[src/rtl/coax_buffered_io.sv]
// Buffered half-duplex host interface for one coax_tx/coax_rx pair: TX/RX FIFOs, line-direction
// arbitration and TX-to-RX turnaround. Optional loopback port under COAX_BUFFERED_IO_LOOPBACK_EN.
module coax_buffered_io #(
    parameter int unsigned WIDTH             = 10,
    parameter int unsigned TX_DEPTH          = 16,
    parameter int unsigned RX_DEPTH          = 16,
    parameter int unsigned TURNAROUND_CLOCKS = 16
) (
    input  logic                        clk,
    input  logic                        reset_n,
`ifdef COAX_BUFFERED_IO_LOOPBACK_EN
    input  logic                        loopback,
`endif
    input  logic                        tx_load,
    input  logic [WIDTH-1:0]            tx_data,
    output logic                        tx_full,
    output logic [$clog2(TX_DEPTH):0]   tx_count,
    output logic                        tx_busy,
    input  logic                        rx_enable,
    output logic [WIDTH-1:0]            rx_data,
    output logic                        rx_data_available,
    input  logic                        rx_data_read,
    output logic [$clog2(RX_DEPTH):0]   rx_count,
    output logic                        rx_overflow,
    output logic                        core_tx_load,
    output logic [WIDTH-1:0]            core_tx_data,
    input  logic                        core_tx_full,
    input  logic                        core_tx_active,
    output logic                        core_rx_enable,
    input  logic                        core_rx_active,
    input  logic [WIDTH-1:0]            core_rx_data,
    input  logic                        core_rx_data_available,
    output logic                        core_rx_data_read
);

    localparam int unsigned TxAw = $clog2(TX_DEPTH);
    localparam int unsigned RxAw = $clog2(RX_DEPTH);
    localparam int unsigned TaW  = (TURNAROUND_CLOCKS > 0) ? $clog2(TURNAROUND_CLOCKS + 1) : 1;
    localparam logic [TxAw:0]  TxFullCnt = TX_DEPTH[TxAw:0];
    localparam logic [RxAw:0]  RxFullCnt = RX_DEPTH[RxAw:0];
    localparam logic [TaW-1:0] TaInit    = TURNAROUND_CLOCKS[TaW-1:0];

    typedef enum logic [1:0] {StIdle, StReceive, StTransmit, StTurnaround} state_e;

    state_e           state_q, state_d;
    logic [TaW-1:0]   ta_q, ta_d;
    logic             core_tx_load_q, load_prev_q, core_rx_en_q, core_rx_rd_q, rx_ovf_q;
    logic             core_rx_en_d, rx_ovf_d;
    logic [WIDTH-1:0] core_tx_data_q, core_tx_data_d;
    logic             tx_issue, lb_move, loop_en;

`ifdef COAX_BUFFERED_IO_LOOPBACK_EN
    assign loop_en = loopback;
`else
    assign loop_en = 1'b0;
`endif

    // TX FIFO
    logic [WIDTH-1:0] tx_mem [TX_DEPTH];
    logic [TxAw-1:0]  tx_wr_q, tx_rd_q;
    logic [TxAw:0]    tx_cnt_q;
    logic             tx_push, tx_pop, tx_empty;

    assign tx_full  = (tx_cnt_q == TxFullCnt);
    assign tx_empty = (tx_cnt_q == '0);
    assign tx_push  = tx_load && !tx_full;
    assign tx_pop   = tx_issue || lb_move;

    always_ff @(posedge clk) begin
        if (tx_push) tx_mem[tx_wr_q] <= tx_data;
    end

    always_ff @(posedge clk or negedge reset_n) begin
        if (!reset_n) begin
            tx_wr_q  <= '0;
            tx_rd_q  <= '0;
            tx_cnt_q <= '0;
        end else begin
            if (tx_push) tx_wr_q <= tx_wr_q + 1'b1;
            if (tx_pop)  tx_rd_q <= tx_rd_q + 1'b1;
            if (tx_push && !tx_pop)      tx_cnt_q <= tx_cnt_q + 1'b1;
            else if (!tx_push && tx_pop) tx_cnt_q <= tx_cnt_q - 1'b1;
        end
    end

    // RX FIFO
    logic [WIDTH-1:0] rx_mem [RX_DEPTH];
    logic [RxAw-1:0]  rx_wr_q, rx_rd_q;
    logic [RxAw:0]    rx_cnt_q;
    logic             rx_push, rx_pop, rx_empty, rx_full, rx_accept, rx_req;
    logic [WIDTH-1:0] rx_wdata;

    assign rx_empty  = (rx_cnt_q == '0);
    assign rx_full   = (rx_cnt_q == RxFullCnt);
    assign rx_pop    = rx_data_read && !rx_empty;
    // A pop in the same cycle frees the slot, so a full FIFO can still accept.
    assign rx_accept = !rx_full || rx_pop;
    assign lb_move   = loop_en && (state_q == StTransmit) && !tx_empty && rx_accept;
    // A core word waits (unacknowledged) while loopback owns the write port.
    assign rx_req    = core_rx_data_available && !core_rx_rd_q && !lb_move;
    assign rx_push   = lb_move || (rx_req && rx_accept);
    assign rx_wdata  = lb_move ? tx_mem[tx_rd_q] : core_rx_data;

    always_ff @(posedge clk) begin
        if (rx_push) rx_mem[rx_wr_q] <= rx_wdata;
    end

    always_ff @(posedge clk or negedge reset_n) begin
        if (!reset_n) begin
            rx_wr_q  <= '0;
            rx_rd_q  <= '0;
            rx_cnt_q <= '0;
        end else begin
            if (rx_push) rx_wr_q <= rx_wr_q + 1'b1;
            if (rx_pop)  rx_rd_q <= rx_rd_q + 1'b1;
            if (rx_push && !rx_pop)      rx_cnt_q <= rx_cnt_q + 1'b1;
            else if (!rx_push && rx_pop) rx_cnt_q <= rx_cnt_q - 1'b1;
        end
    end

    always_comb begin
        rx_ovf_d = rx_ovf_q;
        if (!rx_enable)               rx_ovf_d = 1'b0;
        else if (rx_req && !rx_accept) rx_ovf_d = 1'b1;
    end

    // Direction arbitration
    always_comb begin
        state_d        = state_q;
        ta_d           = ta_q;
        tx_issue       = 1'b0;
        core_tx_data_d = core_tx_data_q;
        unique case (state_q)
            StIdle: begin
                if (!tx_empty)      state_d = StTransmit;
                else if (rx_enable) state_d = StReceive;
            end
            StReceive: begin
                if (!tx_empty && !core_rx_active)       state_d = StTransmit;
                else if (!rx_enable && !core_rx_active) state_d = StIdle;
            end
            StTransmit: begin
                if (!loop_en && !tx_empty && !core_tx_full && !core_tx_load_q) begin
                    tx_issue       = 1'b1;
                    core_tx_data_d = tx_mem[tx_rd_q];
                end else if (tx_empty && !core_tx_full && !core_tx_active &&
                             !core_tx_load_q && !load_prev_q) begin
                    if (TURNAROUND_CLOCKS == 0) begin
                        state_d = StIdle;
                    end else begin
                        state_d = StTurnaround;
                        ta_d    = TaInit;
                    end
                end
            end
            StTurnaround: begin
                if (ta_q == '0) state_d = StIdle;
                else            ta_d    = ta_q - 1'b1;
            end
            default: state_d = StIdle;
        endcase
        core_rx_en_d = (state_d == StReceive) && rx_enable;
    end

    always_ff @(posedge clk or negedge reset_n) begin
        if (!reset_n) begin
            state_q        <= StIdle;
            ta_q           <= '0;
            core_tx_load_q <= 1'b0;
            load_prev_q    <= 1'b0;
            core_tx_data_q <= '0;
            core_rx_en_q   <= 1'b0;
            core_rx_rd_q   <= 1'b0;
            rx_ovf_q       <= 1'b0;
        end else begin
            state_q        <= state_d;
            ta_q           <= ta_d;
            core_tx_load_q <= tx_issue;
            load_prev_q    <= core_tx_load_q;
            core_tx_data_q <= core_tx_data_d;
            core_rx_en_q   <= core_rx_en_d;
            core_rx_rd_q   <= rx_req;
            rx_ovf_q       <= rx_ovf_d;
        end
    end

    assign tx_count          = tx_cnt_q;
    assign tx_busy           = (state_q == StTransmit) || (state_q == StTurnaround);
    assign rx_count          = rx_cnt_q;
    assign rx_data_available = !rx_empty;
    assign rx_data           = rx_empty ? '0 : rx_mem[rx_rd_q];
    assign rx_overflow       = rx_ovf_q;
    assign core_tx_load      = core_tx_load_q;
    assign core_tx_data      = core_tx_data_q;
    assign core_rx_enable    = core_rx_en_q;
    assign core_rx_data_read = core_rx_rd_q;

endmodule

[config.mk]
export PLATFORM = sky130hd
export DESIGN_NAME = coax_buffered_io
export DESIGN_NICKNAME = d
export VERILOG_FILES = /design/src/rtl/coax_buffered_io.sv
export SDC_FILE = /design/constraint.sdc
export NUM_CORES = 1
export LEC_CHECK = 0
export CORE_ASPECT_RATIO = 0.7
export CORE_MARGIN = 3
export CORE_UTILIZATION = 25
export DETAILED_ROUTE_END_ITERATION = 8
export GPL_TIMING_DRIVEN = 1
export RECOVER_POWER = 25
export SLEW_MARGIN = 30
export SYNTH_ARGS = -nofsm -noshare
export SYNTH_HDL_FRONTEND = slang
export SYNTH_SLANG_ARGS = --single-unit
[constraint.sdc]
create_clock -name clk -period 3.33 [get_ports clk]
set_input_delay 0.666 -clock clk [delete_from_list [all_inputs] [get_ports clk]]
set_output_delay 0.666 -clock clk [all_outputs]
set_load 0.005 [all_outputs]
# Yosys cells after proc, flatten, opt, wreduce, memory -nomap -nowiden
# Memory sizes are Yosys's and may differ from the RTL's. A register that Yosys moved wholly into a read port is not among the register bits.
# Cells that the tools add are included.
totals:
  elab_cells: 105
  ram_bits: 320
  in_bits: 29
  out_inout_bits: 37
  regBits: 38
  n_memories: 2
op_classes:
  n_eq_ne: 10
  n_reduce_logical: 46
  muxes: 25
  add_sub_neg: 9
memory_table:
  columns: ["memory", "depth", "word_bits", "rd", "rd_clocked_by_memory_dff", "wr", "line_no", "source"]
  rows:
  - ["rx_mem", 16, 10, 1, 0, 1, "87", "logic [WIDTH-1:0] rx_mem [RX_DEPTH];"]
  - ["tx_mem", 16, 10, 1, 1, 1, "59", "logic [WIDTH-1:0] tx_mem [TX_DEPTH];"]
op_table:
  columns: ["op", "count"]
  rows:
  - ["$mux 5", 7]
  - ["$logic_and 1x1->1", 18]
  - ["$logic_not 1->1", 17]
  - ["$add 4x1->4 const B", 4]
  - ["$logic_not 5->1", 3]
  - ["$sub 5x1->5 const B", 3]
  - ["$mux 2", 7]
  - ["$add 5x1->5 const B", 2]
  - ["$eq 5x5->1 const B", 2]
  - ["$mux 10", 1]
  - ["$pmux 5 s2", 1]
  - ["$mux 1", 8]
  - ["$pmux 2 s4", 1]
  - ["$ne 2x2->1 const B", 3]
  - ["$reduce_bool 2->1", 3]
  - ["$eq 2x1->1 const B", 2]
  - ["$eq 2x2->1 const B", 2]
  - ["$reduce_and 4->1", 1]
  - ["$logic_not 2->1", 1]
  - ["$logic_or 1x1->1", 2]
  - ["$ne 2x1->1 const B", 1]
  - ["$reduce_and 2->1", 1]

# Longest topological paths before layout
depth:
  word_depth: 10
  ltp_mapped: 11
  mapped_depth_nobuf: 10

# Least setup slack after synthesis
# Ideal clock, no wire load.
synth_timing:
  kind: "register to register"
  startpoint: "reg tx_cnt_q[0], in the netlist tx_count[0]"
  endpoint: "reg tx_cnt_q[4], in the netlist tx_count[4]"
  path_stages_with_launch: 11
  synth_period_minus_slack_ps: 2822
  required_ps: 3250
  t_arrival_ps: 2742
  setup_ps: 80
  n_path_buf: 1
  setup_slack_ps: 508
  cell_sequence: "dfrtp_1 -> or4_4 -> o21ai_2 -> buf_2 -> ha_1 -> inv_1 -> fa_1 -> a21o_1 -> a21oi_1 -> mux2i_1 -> xnor2_1"
synth_between:
  elab_chain_cells: 9
  word_cells_on_any_way: 18
  cone_classes: "add/sub (2); eq/ne (1); mux (4); reduce/logical (11)"
synth_lines:
  columns: ["element", "line_no", "source"]
  rows:
  - ["start, declared", "61", "logic [TxAw:0] tx_cnt_q;"]
  - ["start signal, assigned", "81", "if (tx_push && !tx_pop) tx_cnt_q <= tx_cnt_q + 1'b1;"]
  - ["start signal, assigned", "82", "else if (!tx_push && tx_pop) tx_cnt_q <= tx_cnt_q - 1'b1;"]
  - ["$logic_not 5->1", "65", "assign tx_empty = (tx_cnt_q == '0);"]
  - ["$logic_not 1->1", "143", "if (!loop_en && !tx_empty && !core_tx_full && !core_tx_load_q) begin"]
  - ["$logic_and 1x1->1 (2 in a row)", "143", null]
  - ["$mux 1", "143", null]
  - ["$mux 1", "133", "unique case (state_q)"]
  - ["$logic_not 1->1", "81", null]
  - ["$logic_and 1x1->1", "81", null]
  - ["$mux 5 / $reduce_bool 2->1 (equally long branches)", null, null]
# Several ways; a longest one is shown, not always the timed one. The select of a mux whose other input is x is not followed.
# A chain may end at the register's enable or synchronous reset.

# Final worst setup path
layout_timing:
  startpoint: "reg rx_rd_q[0]"
  endpoint: "out rx_data[3]"
layout_between:
  elab_chain_cells: 2
layout_lines:
  columns: ["element", "line_no", "source"]
  rows:
  - ["start, declared", "88", "logic [RxAw-1:0] rx_wr_q, rx_rd_q;"]
  - ["start signal, assigned", "115", "if (rx_pop) rx_rd_q <= rx_rd_q + 1'b1;"]
  - ["$mem_v2 16x10", null, null]
  - ["$mux 10", "191", "assign rx_data = rx_empty ? '0 : rx_mem[rx_rd_q];"]
  - ["end, declared", "20", "output logic [WIDTH-1:0] rx_data,"]
# Every way passes these cells.

==> impl_metrics.tcl <==
set metrics [dict create \
    crit_type "reg -> out" \
    cp-start-kind "register" \
    status "finished, final reports clean" \
    ys_seq_area_frac 0.7324 \
    die_w_um 296.4 \
    start_util 0.2565 \
    dr.pass1.iters 4 \
    synth_edf_count 320 \
    syn_avg_cell_area_um2 19.50 \
    final_antenna_net_count 0 \
    crit_fanout 13 \
    routed_wl_um 29830 \
    grt_pass1_wl_um 46250 \
    holdWs_ps 475.8 \
    ioPinCount 66 \
    place_area_um2 16560 \
    cp_top_family "multiplexers" \
    wl_per_cell_um 17.99 \
    grt_max_degree 49 \
    die_y_um 209.3 \
    critical_path_arrival_ps 2560 \
    hold_viol_final 0 \
    synth_compound_area_frac 0.02229 \
    clk-insertion-delay-late_ps 560 \
    drt_iter0_markers 590 \
    dp_hpwl_um 19010 \
    syn_inst 757 \
    muxShareOfSynthArea 0.1632 \
    power_mw 15.15 \
    synth_xor_area_frac 0.01187 \
    synth_nets 807 \
    cts-root-buf "clkbuf_16" \
    pwr_density_cell_nw_per_um2 843.1 \
    ctsHoldBuffers 0 \
    overflow 0 \
    track_usage 0.09701 \
    p_leak_nw 6.077 \
    crit_chain "buf_12 -> mux4_2 -> mux2i_1 -> o22ai_1 -> clkdlybuf4s50_1" \
    hold_class "reg -> reg" \
    post-route-period-util 0.9683 \
    worst_slack_ps 105.5 \
    synth_top_family_by_area "multiplexers" \
    placementRows 73 \
    rsz0062_at_grt "yes" \
    finalNonFillerCells 1658 \
    drive_above_1_share 0.2390 \
    period_minus_slack_ps 3224 \
    fin_worst_skew_ps 34.34 \
    portBuffers 65 \
    drc 0 \
    ys_types 46 \
    synth-async-reset-ratio 0.1304 \
    nets 926 \
    synth-simple-area-share 0.03340 \
    fin_tns_setup_ps 0 \
    slowest_stage "mux4_2" \
    clkTransAtPathRegs_ps 60 \
    fp.dieArea_um2 62040 \
    viasPerCell 4.378 \
    synth_seq_cells 368 \
    cap_viol_max_count 0 \
    area_growth_syn_to_layout_pct 21.78 \
    fmax_mhz 310.1 \
    maxSlewHeadroom 0.04185 \
    cts_tree "built" \
    routabilityCongestion 0.7166 \
    cp_num_buf_inv 2 \
    report.final.slew_viol_count 0 \
    cts_buffers 40 \
    synth_adder_area_share 0.01882 \
    cts_sinks 368 \
    routed-via-count 7258 \
    grt_pass1_vias 7519 \
    h-tree-depth 2 \
    ir_worst_vdd_uv 333.6 \
    antenna_found_initial 0 \
    critPathRequiredTime_ps 2660 \
    netlist_area_um2 14760 \
    num_antenna_cells 0 \
    worst_path_largest_cell_delay_ps 530 \
    tightest_slew_ps 1437 \
    synthFlopType "edfxtp_1" \
    dp.cells 1580 \
    coreArea_um2 57540 \
    pre_cts_ws_ps 183.8 \
    ys_warn_count 0 \
    fin_util 0.3124 \
    cts_buffer_depth 3 \
    endpoint_kind "primary output" \
    setup_violations 0 \
    final_area_um2 17970 \
]
[registers in the layout, indices dropped and copies added (netlist names)]
signal             flops
tx_rd_q                4
state_q                2
ta_q                   5
core_rx_data_read      1
tx_wr_q                4
rx_overflow            1
core_rx_enable         1
tx_mem               160
rx_mem               160
core_tx_load           1
core_tx_data          10
tx_count               5
load_prev_q            1
rx_wr_q                4
rx_count               5
rx_rd_q                4
[cell type report]
cell class	count	area, um^2
Inverter	13	48.80
Multi-Input combinational cell	338	3739
Fill cell	5534	39570
Tap cell	750	938.4
Clock inverter	29	309.0
Timing Repair Buffer	115	1104
Clock buffer	45	1020
Sequential cell	368	10820
[worst paths after layout]
kind / from / depth (start not counted) / endpoint / slack (ps)
setup / recovery: rx_rd_q[0]$_DFFE_PN0P_ / 5 / rx_data[3] / 110
hold / removal: core_tx_load$_DFF_PN0_ / 0 / load_prev_q$_DFF_PN0_ / 480
max in group asynchronous: reset_n / 2 / rx_rd_q[0]$_DFFE_PN0P_ / 1750
min in group asynchronous: reset_n / 2 / tx_count[0]$_DFFE_PN0P_ / 550
setup reg to reg: rx_count[3]$_DFFE_PN0P_ / 11 / rx_count[4]$_DFFE_PN0P_ / 450
hold reg to reg: core_tx_load$_DFF_PN0_ / 0 / load_prev_q$_DFF_PN0_ / 480
[cell families (layout without fill, tap and decap cells)]
group           count (synthesis)  count (layout)
flops                         368             368
compound gates                 52              52
mux                           136             136
simple gates                  108             109
buf+inv                        52             202
fa+ha+maj                      21              21
xor+xnor                       20              20
[worst reg2reg max path: stages (launching register included)]
cell      delay, ps
dfrtp_1         420
nor4_1          320
buf_4           180
nand2b_2        210
nand2_1         240
ha_1            200
inv_1           120
fa_1            410
a21o_1          180
a21oi_1         160
mux2i_1         230
xnor2_1         140
[timing repair]
action	in CTS	in global routing
setup endpoints to repair	10	10
cloned	0	1
gates resized for setup	6	11
setup buffers	2	1
hold endpoints to repair	0	0
[Yosys cell counts, types with 2 or more instances]
master / count / area [um^2]
nand2b_1: 7 / 43.79
mux2i_1: 43 / 430.4
nor2_1: 38 / 142.6
buf_4: 2 / 15.01
nand3_1: 4 / 20.02
clkbuf_1: 14 / 52.55
mux4_2: 72 / 1622
mux2_2: 13 / 146.4
nand4_1: 4 / 25.02
nor4_1: 2 / 12.51
xor2_1: 2 / 17.52
a22o_1: 2 / 17.52
buf_1: 4 / 15.01
nor3_1: 10 / 50.05
mux4_1: 8 / 210.2
edfxtp_1: 320 / 9609
inv_1: 13 / 48.80
nand2_1: 35 / 131.4
a21o_1: 4 / 30.03
fa_1: 2 / 40.04
buf_6: 4 / 45.04
dfrtp_1: 48 / 1201
buf_2: 14 / 70.07
ha_1: 19 / 237.7
o22ai_1: 10 / 62.56
o21ai_0: 17 / 85.08
xnor2_1: 18 / 157.7
a21oi_1: 10 / 50.05
[layer usage]
metal,track usage,part of all wire,up-vias,routed length [um]
met2,0.1361,0.42,175,12560
met4,0.03064,0.020,0,602
met3,0.01904,0.060,38,1784
met5,0,0,-,0
li1,-,-,3270,-
met1,0.1497,0.50,3775,14890
[where the power goes]
group          internal (mW)  switching, mW  leakage (nW)
Clock                   2.56           1.86         0.644
Sequential              5.64          0.430          3.47
Combinational           2.47           2.20          1.97
[cells in the final DEF, fill, tap and decap left out, types with 8 or more instances in the layout]
cell type and n:
a21oi_1 10, buf_4 43, clkbuf_16 40, clkdlybuf4s50_1 49, clkinv_1 8, clkinv_2 8, dfrtp_1 45, dlygate4sd3_1 11
edfxtp_1 320, ha_1 19, inv_1 13, mux2_2 13, mux2i_1 37, mux4_1 8, mux4_2 72, nand2_1 34
nor2_1 38, nor3_1 10, o21ai_0 17, o22ai_1 9, xnor2_1 18
No activity file was read; power rests on OpenSTA's default activity.
